<file path="config.mk">
export PLATFORM = sky130hd
export DESIGN_NAME = in_service_control
export DESIGN_NICKNAME = d
export VERILOG_FILES = /design/src/rtl/in_service_control.sv
export SDC_FILE = /design/constraint.sdc
export NUM_CORES = 1
export LEC_CHECK = 0
export CAP_MARGIN = 20
export CORE_UTILIZATION = 48
export CTS_BUF_LIST = sky130_fd_sc_hd__clkbuf_8
export DETAILED_ROUTE_END_ITERATION = 16
export MAX_ROUTING_LAYER = met4
export PLACE_DENSITY = 0.75
export SLEW_MARGIN = 20
export SYNTH_ARGS = -nofsm -noshare
export SYNTH_HDL_FRONTEND = slang
export SYNTH_SLANG_ARGS = --single-unit
</file>
<file path="constraint.sdc">
create_clock -name clk -period 5.4 [get_ports clk]
set_clock_uncertainty 0.2 [all_clocks]
set_input_delay 1.08 -clock clk [delete_from_list [all_inputs] [get_ports clk]]
set_output_delay 1.08 -clock clk [all_outputs]
set_load 0.03 [all_outputs]
</file>
<file path="src/rtl/in_service_control.sv">
// in_service_control
//   Sits after the 8259A priority resolver. Raises INT toward the CPU, runs the
//   two-pulse INTA acknowledge sequence (8086 mode) and owns the in-service
//   register together with EOI, auto-EOI and priority rotation.
// Ports
//   clk, rst_n               clock, asynchronous active-low reset
//   interrupt[7:0]           one-hot winning request from the resolver (0 = none)
//   inta_n                   INTA strobe, active-low, synchronous to clk
//   vector_base[4:0]         ICW2 T7..T3
//   auto_eoi                 clear the ISR bit at the end of the 2nd INTA
//   eoi_nonspecific          pulse: clear the highest-priority ISR bit
//   eoi_specific, eoi_level  pulse: clear ISR bit eoi_level
//   eoi_rotate               with an EOI: the cleared level becomes lowest priority
//   int_out                  INT pin
//   clear_irr[7:0]           1-cycle pulse clearing the acknowledged IRR bit
//   freeze                   IRR must hold (1st INTA fall to 2nd INTA rise)
//   in_service_register      ISR
//   highest_level_in_service one-hot highest-priority ISR bit under rotation
//   data_out, data_out_en    vector byte and its bus enable
module in_service_control #(
  parameter logic [2:0] SPURIOUS_LEVEL = 3'd7
) (
  input  logic       clk,
  input  logic       rst_n,
  input  logic [7:0] interrupt,
  input  logic       inta_n,
  input  logic [4:0] vector_base,
  input  logic       auto_eoi,
  input  logic       eoi_nonspecific,
  input  logic       eoi_specific,
  input  logic [2:0] eoi_level,
  input  logic       eoi_rotate,
  output logic       int_out,
  output logic [7:0] clear_irr,
  output logic       freeze,
  output logic [7:0] in_service_register,
  output logic [7:0] highest_level_in_service,
  output logic [7:0] data_out,
  output logic       data_out_en
);

  typedef enum logic [1:0] {IDLE, ACK1, WAIT2, ACK2} state_t;

  state_t     state;
  logic       inta_d;
  logic       fall;
  logic       rise;
  logic [2:0] lvl;
  logic       spurious;
  logic [2:0] lowest;

  logic [2:0] req_lvl;
  logic       req_none;
  logic [7:0] req_onehot;
  logic [2:0] hi_idx;
  logic       hi_found;
  logic [2:0] eoi_lvl_c;
  logic       eoi_hit;
  logic [7:0] eoi_clr;
  logic [7:0] aeoi_clr;
  logic [7:0] isr_set;
  logic       ack_start;
  logic       ack_end;

  assign fall = inta_d & ~inta_n;
  assign rise = ~inta_d & inta_n;

  assign ack_start = (state == IDLE) && fall;
  assign ack_end   = (state == ACK2) && rise;

  // Encode the one-hot request; no request gives the spurious level.
  always_comb begin
    req_lvl  = SPURIOUS_LEVEL;
    req_none = (interrupt == 8'd0);
    for (int i = 7; i >= 0; i--) begin
      if (interrupt[i]) req_lvl = 3'(i);
    end
    req_onehot = req_none ? 8'd0 : (8'd1 << req_lvl);
  end

  // Scan from lowest+1 upward (3-bit wrap); the first set ISR bit wins.
  always_comb begin
    hi_idx   = 3'd0;
    hi_found = 1'b0;
    highest_level_in_service = 8'd0;
    for (int k = 1; k <= 8; k++) begin
      if (!hi_found && in_service_register[lowest + 3'(k)]) begin
        hi_found = 1'b1;
        hi_idx   = lowest + 3'(k);
      end
    end
    if (hi_found) highest_level_in_service = 8'd1 << hi_idx;
  end

  // Specific EOI takes precedence over non-specific in the same cycle.
  always_comb begin
    eoi_lvl_c = hi_idx;
    eoi_hit   = 1'b0;
    eoi_clr   = 8'd0;
    if (eoi_specific) begin
      eoi_lvl_c = eoi_level;
      eoi_hit   = in_service_register[eoi_level];
    end else if (eoi_nonspecific) begin
      eoi_lvl_c = hi_idx;
      eoi_hit   = hi_found;
    end
    if (eoi_hit) eoi_clr = 8'd1 << eoi_lvl_c;
  end

  assign isr_set  = ack_start ? req_onehot : 8'd0;
  assign aeoi_clr = (ack_end && auto_eoi && !spurious) ? (8'd1 << lvl) : 8'd0;

  // ISR and rotation pointer; a set applied after clears so set wins on the same bit.
  always_ff @(posedge clk or negedge rst_n) begin
    if (!rst_n) begin
      in_service_register <= 8'd0;
      lowest              <= 3'd7;
    end else begin
      in_service_register <= (in_service_register & ~eoi_clr & ~aeoi_clr) | isr_set;
      if (ack_end && auto_eoi && eoi_rotate) lowest <= lvl;
      else if (eoi_rotate && eoi_hit)        lowest <= eoi_lvl_c;
    end
  end

  // Acknowledge sequencer with registered outputs.
  always_ff @(posedge clk or negedge rst_n) begin
    if (!rst_n) begin
      state       <= IDLE;
      inta_d      <= 1'b1;
      lvl         <= 3'd0;
      spurious    <= 1'b0;
      int_out     <= 1'b0;
      clear_irr   <= 8'd0;
      freeze      <= 1'b0;
      data_out    <= 8'd0;
      data_out_en <= 1'b0;
    end else begin
      inta_d    <= inta_n;
      clear_irr <= 8'd0;
      case (state)
        IDLE: begin
          int_out <= |interrupt;
          if (fall) begin
            lvl       <= req_lvl;
            spurious  <= req_none;
            clear_irr <= req_onehot;
            freeze    <= 1'b1;
            int_out   <= 1'b0;
            state     <= ACK1;
          end
        end
        ACK1: begin
          int_out <= 1'b0;
          if (rise) state <= WAIT2;
        end
        WAIT2: begin
          int_out <= 1'b0;
          if (fall) begin
            data_out    <= {vector_base, lvl};
            data_out_en <= 1'b1;
            state       <= ACK2;
          end
        end
        ACK2: begin
          int_out <= 1'b0;
          if (rise) begin
            data_out_en <= 1'b0;
            freeze      <= 1'b0;
            state       <= IDLE;
          end
        end
        default: state <= IDLE;
      endcase
    end
  end

endmodule
</file>
Yosys cells after proc, flatten, opt, wreduce, memory -nomap -nowiden
Index checks and enable logic that the tools add are counted.
- bits in read-only memories: 0
- bits in latches: 0
- memories kept: 0
- memory bits (writable): 0
- output and inout bits: 35
- word-level logic and storage cells: 144
- input bits: 23
- bits in registers: 37
- add/sub/neg operators: 7
- shifts and indexed selects: 4
- divide/modulo/power cells: 0
- $mul: 0
- magnitude comparators: 9
- bitwise gates (word level): 9
- multiplexer cells: 64
- equality and inequality tests: 7
- reduce and logical (&&, ||, !) cells: 33
- operators by type and width (operator ; number):
    8-bit two-way mux ; 7
    3-bit two-way mux ; 15
    3-bit by 4-bit < comparator with 1-bit output (second input constant) ; 9
    1-bit by 3-bit << shifter with 8-bit output (first input constant) ; 4
    1-bit binary-select mux with 3-bit select ; 9
    1-bit two-way mux ; 23
    8-bit AND ; 2
    8-bit inverter ; 2
    1-bit logical AND ; 13
    3-bit adder (second input constant) ; 4
    2-bit two-way mux ; 6
    1-bit logical NOT ; 8
    8-bit logical NOT ; 1
    2-bit != test (second input constant) ; 4
    8-bit OR ; 1
    2-bit one-hot mux with 4 select lines ; 1
    8-bit OR reduction ; 1
    3-bit by 2-bit adder with 3-bit output (second input constant) ; 2
    1-bit one-hot mux with 2 select lines ; 3
    3-bit AND reduction ; 2
    2-bit nonzero test ; 3
    2-bit == test (second input constant) ; 2
    2-bit AND reduction ; 2
    4-bit AND reduction ; 1
    6 further kinds ; 8

Logic depth before layout (Yosys ltp)
- depth after elaboration: 32
- depth in mapped cells: 14
- depth with buffers taken out: 10

Worst setup path before layout
Ideal clock, no wire load.
- path kind: flip-flop to output port
- start point: register lowest[1]
- end point: output highest_level_in_service[0]
- cell stages (with the launch flop): 13
- buffers on the path: 3
- path slack: 687 ps
- data required time: 4120 ps
- arrival: 3433 ps
- cell sequence: dfstp_2 -> buf_6 -> buf_2 -> inv_1 -> ha_1 -> buf_2 -> inv_1 -> mux4_2 -> a22oi_2 -> a211oi_1 -> a2111oi_4 -> o31ai_1 -> nor2_1
- longest elaborated chain between the ends: 27
- elaborated cells between the ends (all ways): 55
- those cells by class: 7 x add/sub; 1 x shift; 33 x mux; 14 x reduce/logical
- ends and longest elaborated chain (element ; line ; source):
    from (decl) ; 50 ; logic [2:0] lowest;
    from (signal assigned) ; 120 ; if (ack_end && auto_eoi && eoi_rotate) lowest <= lvl;
    from (signal assigned) ; 121 ; else if (eoi_rotate && eoi_hit) lowest <= eoi_lvl_c;
    3-bit by 1-bit adder with 3-bit output ; 87, 89 ;
    1-bit binary-select mux with 3-bit select ; 87 ; if (!hi_found && in_service_register[lowest + 3'(k)]) begin
    1-bit two-way mux (not written as such) ; 87 ;
    1-bit two-way mux ; 87 ;
    1-bit logical NOT ; 87 ;
    1-bit logical AND ; 87 ;
    1-bit two-way mux ; 87 ;
    1-bit logical NOT ; 87 ;
    (+11 left out) ; - ;
    1-bit logical NOT ; 87 ;
    1-bit logical AND ; 87 ;
    1-bit two-way mux ; 87 ;
    1-bit logical NOT ; 87 ;
    1-bit logical AND ; 87 ;
    3-bit two-way mux ; 87 ;
    1-bit by 3-bit << shifter with 8-bit output ; 92 ; if (hi_found) highest_level_in_service = 8'd1 << hi_idx;
    8-bit two-way mux * ; 92 ;
    to (decl) ; 37 ; output logic [7:0] highest_level_in_service,
Every way passes the cells marked *; elsewhere a longest branch is shown, timed or not. The select of a mux whose other input is x is not followed.

Worst setup path in the final report
- start point: register lowest[1]
- end point: output highest_level_in_service[6]
The elaborated chain is that of the path after synthesis.

==> results.md <==
* Outcome: completed
* Peak supply drop at 0.518 mV
* Final #Nets at 394
* Register Area at around 930 µm²
* Sequential group share of total power at ~17%
* Mapped Avg Cell Area at between 9 and 10 µm²
* Initial Util at between 50% and 60%
* Diode count at 0
* Placed Area at between 0.003 and 0.004 mm²
* Int Power at approximately 1400 µW
* Syn Inst Count at about 310
* Antenna violations before repair at 0
* Clock-pin slew on the worst setup and hold paths at around 0.08 ns
* Switching part of the total at 50.0%
* Postcts setup bufs at 0
* Period utilization at a little over nine tenths
* Largest family of logic cells by synthesized area: multiplexers
* Synthesized area at around 0.003 mm²
* Max incr delay on CP at around 0.67 ns
* Post-Syn Nets at 336
* Total CTS buffers at 5
* Gpl congestion at approximately 0.91
* Clk pwr share at 8.7%
* Netlist cell types at 65
* Proportion of synthesized area in mux cells at 21.1%
* Synth Register Bits at 37
* Fill cells at roughly 540
* Largest net degree at the start of global routing at 38
* Final setup fails at 0
* Synth async-reset ratio at between 90% and 100%
* Post-DP HPWL at 5790 µm
* Power density cells at 748 mW/mm²
* Latest clock arrival within the worst-skew pair at between 0.2 and 0.3 ns
* Crit Path Max Fanout at 7
* Clock buffer depth at 2
* Vias in the first global route at 2533
* Register area share after synthesis at 31.1%
* Iteration-0 DRC Markers at 226
* Cell Chain, Critical Path: inv_1 -> ha_2 -> mux4_2 -> mux2i_1 -> nor2b_1 -> a31oi_1 -> a21oi_1 -> or2_1 -> nand2b_1 -> nor2_1 -> clkdlybuf4s50_1
* # DRC at 0
* Drt total wl at just under 8000 µm
* Final Hold Fails at 0
* WL per Instance at around 18 µm
* Die Wd at just over 80 µm
* CTS sink cnt at 37
* Post-Synth XOR/XNOR Area at 1.50%
* Compound-Gate Fraction of Synth Area at 20.3%
* Sw power at about 1400 µW
* Area of the multi-input gates at about 0.0019 mm²
* Gr usage total at between 20% and 30%
* CTS root buf: clkbuf_8
* Maxcap violations at 0
* Routed Antenna Nets at 0
* Post-synthesis adder-cell area fraction at 2.92%
* Site Rows at 28
* H-tree lvl count at 2
* Vias per cell at 6.21
* Final Util at around 63%
* Combinational Power Share at about 74%
* Final worst path period need at between 5 and 6 ns
* Die H at 81.0 µm
* HP Start: data_out[5]$_DFFE_PN0P_
* Die ar. at 0.00656 mm²
* Total core area at a little under 0.006 mm²
* Worst hold path class: register to register
* Total power at between 2000 and 3000 µW
* Worst Setup Path Type: register to output port
* Number of synthesized flops with an enable pin at 0
* Main flop type after synthesis: dfrtp_1
* Lkg Pwr at about 0.0016 µW
* Yosys warns at 0
* Slew @ Worst Pin at slightly above 0.7 ns
* Area delta synth->final at 24.9%
* PortBufs at 57
* CP Capture Type: output port
* Boundary Pins at 58
* Layout cell share with drive strength beyond 1 at around 15%
* WP data arrival at between 3 and 4 ns
* Worst setup SP type: register
* TritonCTS clock tree: yes
* Synth Area in Simple Gates at approximately a fifth
* Fin Setup TNS at 0 ns
* Reg-to-Reg Start: lowest[1]$_DFFE_PN1P_
* Max-slew violation count at 0
* First-pass GRT wire length at 12600 µm
* Vias at approximately 2700
* Max transition margin at slightly above 50%
* Final instance area at between 0.003 and 0.004 mm²
* CP startpoint: lowest[1]$_DFFE_PN1P_
* Slowest cell on crit path: clkdlybuf4s50_1
* Cts-stage hold buffer count at 0
* Gr ovfl total at 0
* DR pass1 iterations at 4
* F_max at 194 MHz
* Worst path required time at 4.12 ns
## power groups by stage
stage               sequential [µW]  clock, µW  combinational [µW]
global route                    496        256                2230
finish                          484        242                2070
detailed placement              484          0                2050
floorplan                       529          0                1470
CTS                             480        246                2060
global placement                481          0                2020
## placed cells by master, fill, tap and decap left out, types with 3 or more instances in the layout
cell type	netlist	layout
clkdlybuf4s50_1	0	51
dfrtp_1	33	33
nor2_1	31	31
nand2_1	23	23
o21ai_0	18	18
mux4_2	15	15
inv_1	14	14
a21oi_1	13	13
mux2i_1	11	11
mux2_2	11	11
nand3_1	9	9
nand2b_1	8	8
nor2b_1	7	7
o31ai_1	6	6
dlymetal6s2s_1	0	6
or3_1	5	5
nor3_1	5	5
ha_1	7	5
clkbuf_8	0	5
o21a_1	4	4
a31oi_1	4	4
nand3b_1	4	4
and3_1	4	4
o21bai_1	4	4
dfstp_2	4	4
buf_4	0	4
a22o_1	3	3
o21ai_1	3	3
or2_1	3	3
a22oi_1	3	3
## critical path, delay by kind of cell (launching register included)
family | cells | cell delay (ns)
AO/OA/AOI/OAI | 2 | 0.37
buffers and inverters | 2 | 0.75
adder cells (fa/ha/maj) | 1 | 0.44
multiplexers | 2 | 0.88
flip-flops | 1 | 0.53
AND/OR/NAND/NOR | 4 | 0.62
## cell usage after synthesis (all sizes together), types with 5 or more instances
| master | count | share of area [%] |
|---|---|---|
| nand3 | 9 | 1.5 |
| or3 | 5 | 1.0 |
| mux4 | 15 | 11 |
| nor2 | 31 | 3.9 |
| a21oi | 13 | 2.2 |
| ha | 7 | 2.9 |
| mux2i | 13 | 5.2 |
| inv | 14 | 1.8 |
| mux2 | 12 | 4.6 |
| nand2 | 23 | 2.9 |
| buf | 7 | 2.2 |
| o21ai | 21 | 3.5 |
| o31ai | 6 | 1.5 |
| nand2b | 8 | 1.7 |
| nor2b | 7 | 1.5 |
| nor3 | 5 | 0.83 |
| dfrtp | 33 | 28 |
## area by class of cell
class,count,area share (%)
Clock inverter,3,1.14
Clock buffer,5,1.84
Tap cell,75,2.51
Sequential cell,37,24.9
Multi-Input combinational cell,245,51.8
Inverter,14,1.40
Timing Repair Buffer,61,16.4
## flip-flops by register name, summed over array words and instances, names as in the netlist
signal,count
lowest,3
lvl,3
spurious,1
in_service_register,8
state,2
data_out,8
inta_d,1
data_out_en,1
int_out,1
clear_irr,8
freeze,1
## cells by family (layout without fill, tap and decap cells)
family | count (synthesis) | count (layout)
xor gates and xnor gates | 3 | 3
and+or+nand+nor | 111 | 111
AOI/OAI and AO/OA | 84 | 84
muxes | 40 | 40
buffers and inverters | 24 | 83
DFF | 37 | 37
adders and majority gates | 7 | 7
## layer usage
| metal | GRT usage, % | share of wire [%] | vias to the layer above |
|---|---|---|---|
| met3 | 4.16 | 5.4 | 16 |
| li1 | - | - | 1269 |
| met5 | - | 0 | - |
| met1 | 33.5 | 44 | 1327 |
| met4 | 6.43 | 1.4 | 0 |
| met2 | 42.5 | 49 | 119 |
## what timing repair did
| item | 4_1_cts | 5_1_grt |
|---|---|---|
| setup endpoints to repair | 0 | 8 |
| hold endpoints to repair | 0 | 0 |
| resized for setup | 0 | 9 |
## worst paths after layout
check                      slack [ns]                                to  cells past startpoint
setup reg to reg                 1.76  in_service_register[6]$_DFF_PN0_                     10
setup / recovery                 0.25       highest_level_in_service[6]                     11
hold / removal                   0.31           data_out[5]$_DFFE_PN0P_                      1
hold reg to reg                  0.31           data_out[5]$_DFFE_PN0P_                      1
max in group asynchronous        3.64             lowest[1]$_DFFE_PN1P_                      2
min in group asynchronous        1.00              state[0]$_DFFE_PN0P_                      2
## metrics by stage
| step | hold WS [ns] | setup slack, ns | cells |
|---|---|---|---|
| after global placement | 0.287 | 0.495 | 432 |
| after detailed placement | 0.293 | 0.438 | 432 |
| after floorplan | 0.266 | 0.687 | 306 |
| after global routing | 0.336 | -0.000653 | 440 |
| after CTS | 0.311 | 0.104 | 440 |
| final | 0.309 | 0.248 | 440 |
(Power assumes the default switching activity.)
==> RTL change (same flow settings) <==
Reset style: synchronous (`rst_n`), changed in 2 clocked blocks. Comments in the files are not updated.
--- a/src/rtl/in_service_control.sv
+++ b/src/rtl/in_service_control.sv
@@ -112,5 +112,5 @@
 
   // ISR and rotation pointer; a set applied after clears so set wins on the same bit.
-  always_ff @(posedge clk or negedge rst_n) begin
+  always_ff @(posedge clk) begin
     if (!rst_n) begin
       in_service_register <= 8'd0;
@@ -124,5 +124,5 @@
 
   // Acknowledge sequencer with registered outputs.
-  always_ff @(posedge clk or negedge rst_n) begin
+  always_ff @(posedge clk) begin
     if (!rst_n) begin
       state       <= IDLE;
Function: differs if rst_n is asserted again (counterexample within 4 cycles, from zero or initial values and one cycle with rst_n low); with rst_n held inactive, the same outputs for 4 cycles.
==> RTL change against the original RTL <==
- wire length rose by 5.3%
- sequential cell count did not move
- synthesized area up 1.0%
- fmax up 2.0%
- cell area decreased by 1.3%
- final cell count is 6.4% higher
- worst setup slack better by 0.10 ns
- critical path type unchanged
- critical endpoint is now highest_level_in_service[4]
- largest cell class unchanged
- highest routed layer unchanged
Power is not compared: it rests on default switching activity, and its combinational part moved more than twofold at a synthesized area within 25%.
==> RTL change: results (changes against the original RTL) <==
[synth]
synth_xor_area_share_pct=0.8678  ; -0.64 points
synth_nets=380  ; +13%
yosys-mux-area-fraction_pct=20.17  ; -0.92 points
synthArstFlopShare_pct=0  ; -100 points
yosys-top-cells-count=49 x nand2_1, 37 x dfxtp_1, 22 x nor2_1
synth.area.top_cells=dfxtp_1 24%, mux4_2 15%, nand2_1 6.1%
synth_compound_area_share_pct=23.22  ; +2.9 points
synth_cell_types=63  ; -3.1%
netlist_instances=351  ; +15%

[setup_path]
critPathTopFamily=simple AND/OR/NAND/NOR gates
reg2reg_slack_ns=1.79  ; +0.03 ns
critPathCapture=highest_level_in_service[4]
cpMaxStageDelayCell=ha_2
r2r_end=in_service_register[7]

[global_route]
grt_pass1_wl_um=13600  ; +7.9%
grt.total_usage_pct=27.36  ; +1.4 points

[final_layout]
clock_area_share_pct=2.439  ; -0.54 points
multiInputGateArea_sq_um=2125  ; +9.5%
multi_input_cells=270  ; +10%
nNetsFinal=421  ; +6.9%
filler_cell_count=516  ; -3.7%
stdcell_count=468  ; +6.4%
layout.nonclk_buf_share_pct=15.72  ; -0.73 points

[route]
routed_via_density=6.256  ; +0.80%
wl_per_cell_um=17.51  ; -0.95%
drt_iter0_markers=342  ; +51%

[place]
routabilityCongestion=0.9636  ; +5.9%
dpl_cell_area_sq_um=3601  ; -0.31%
hpwl_um=6140  ; +6.0%

[timing]
slew_headroom_pct=53.26  ; +2.1 points

[status]
status=complete, no violations

[hold_path]
min_to=data_out[6]

## RTL change: stage by stage
| stage | util, % | worst slack, ns | hold slack, ns |
|---|---|---|---|
| after floorplan | - | -0.1907 | 0.2572 |
| after global placement | 60.11 | 0.6127 | 0.2508 |
| after detailed placement | 60.11 | 0.5483 | 0.2572 |
| after CTS | 61.61 | 0.2144 | 0.2685 |
| after global routing | 61.65 | 0.1090 | 0.2943 |
| final | 61.65 | 0.3483 | 0.2633 |
## RTL change: timing repair
item | in CTS | in global routing
resized for setup | 0 | 1
endpoints found under the setup margin | 0 | 6
endpoints found under the hold margin | 0 | 0
## RTL change: metal layers
| metal | global-route usage (%) | share of wire [%] | up-vias |
|---|---|---|---|
| met2 | 44.92 | 49 | 118 |
| met3 | 3.333 | 6.6 | 13 |
| li1 | - | - | 1412 |
| met1 | 35.53 | 43 | 1385 |
| met5 | - | 0 | - |
| met4 | 7.321 | 1.6 | 0 |
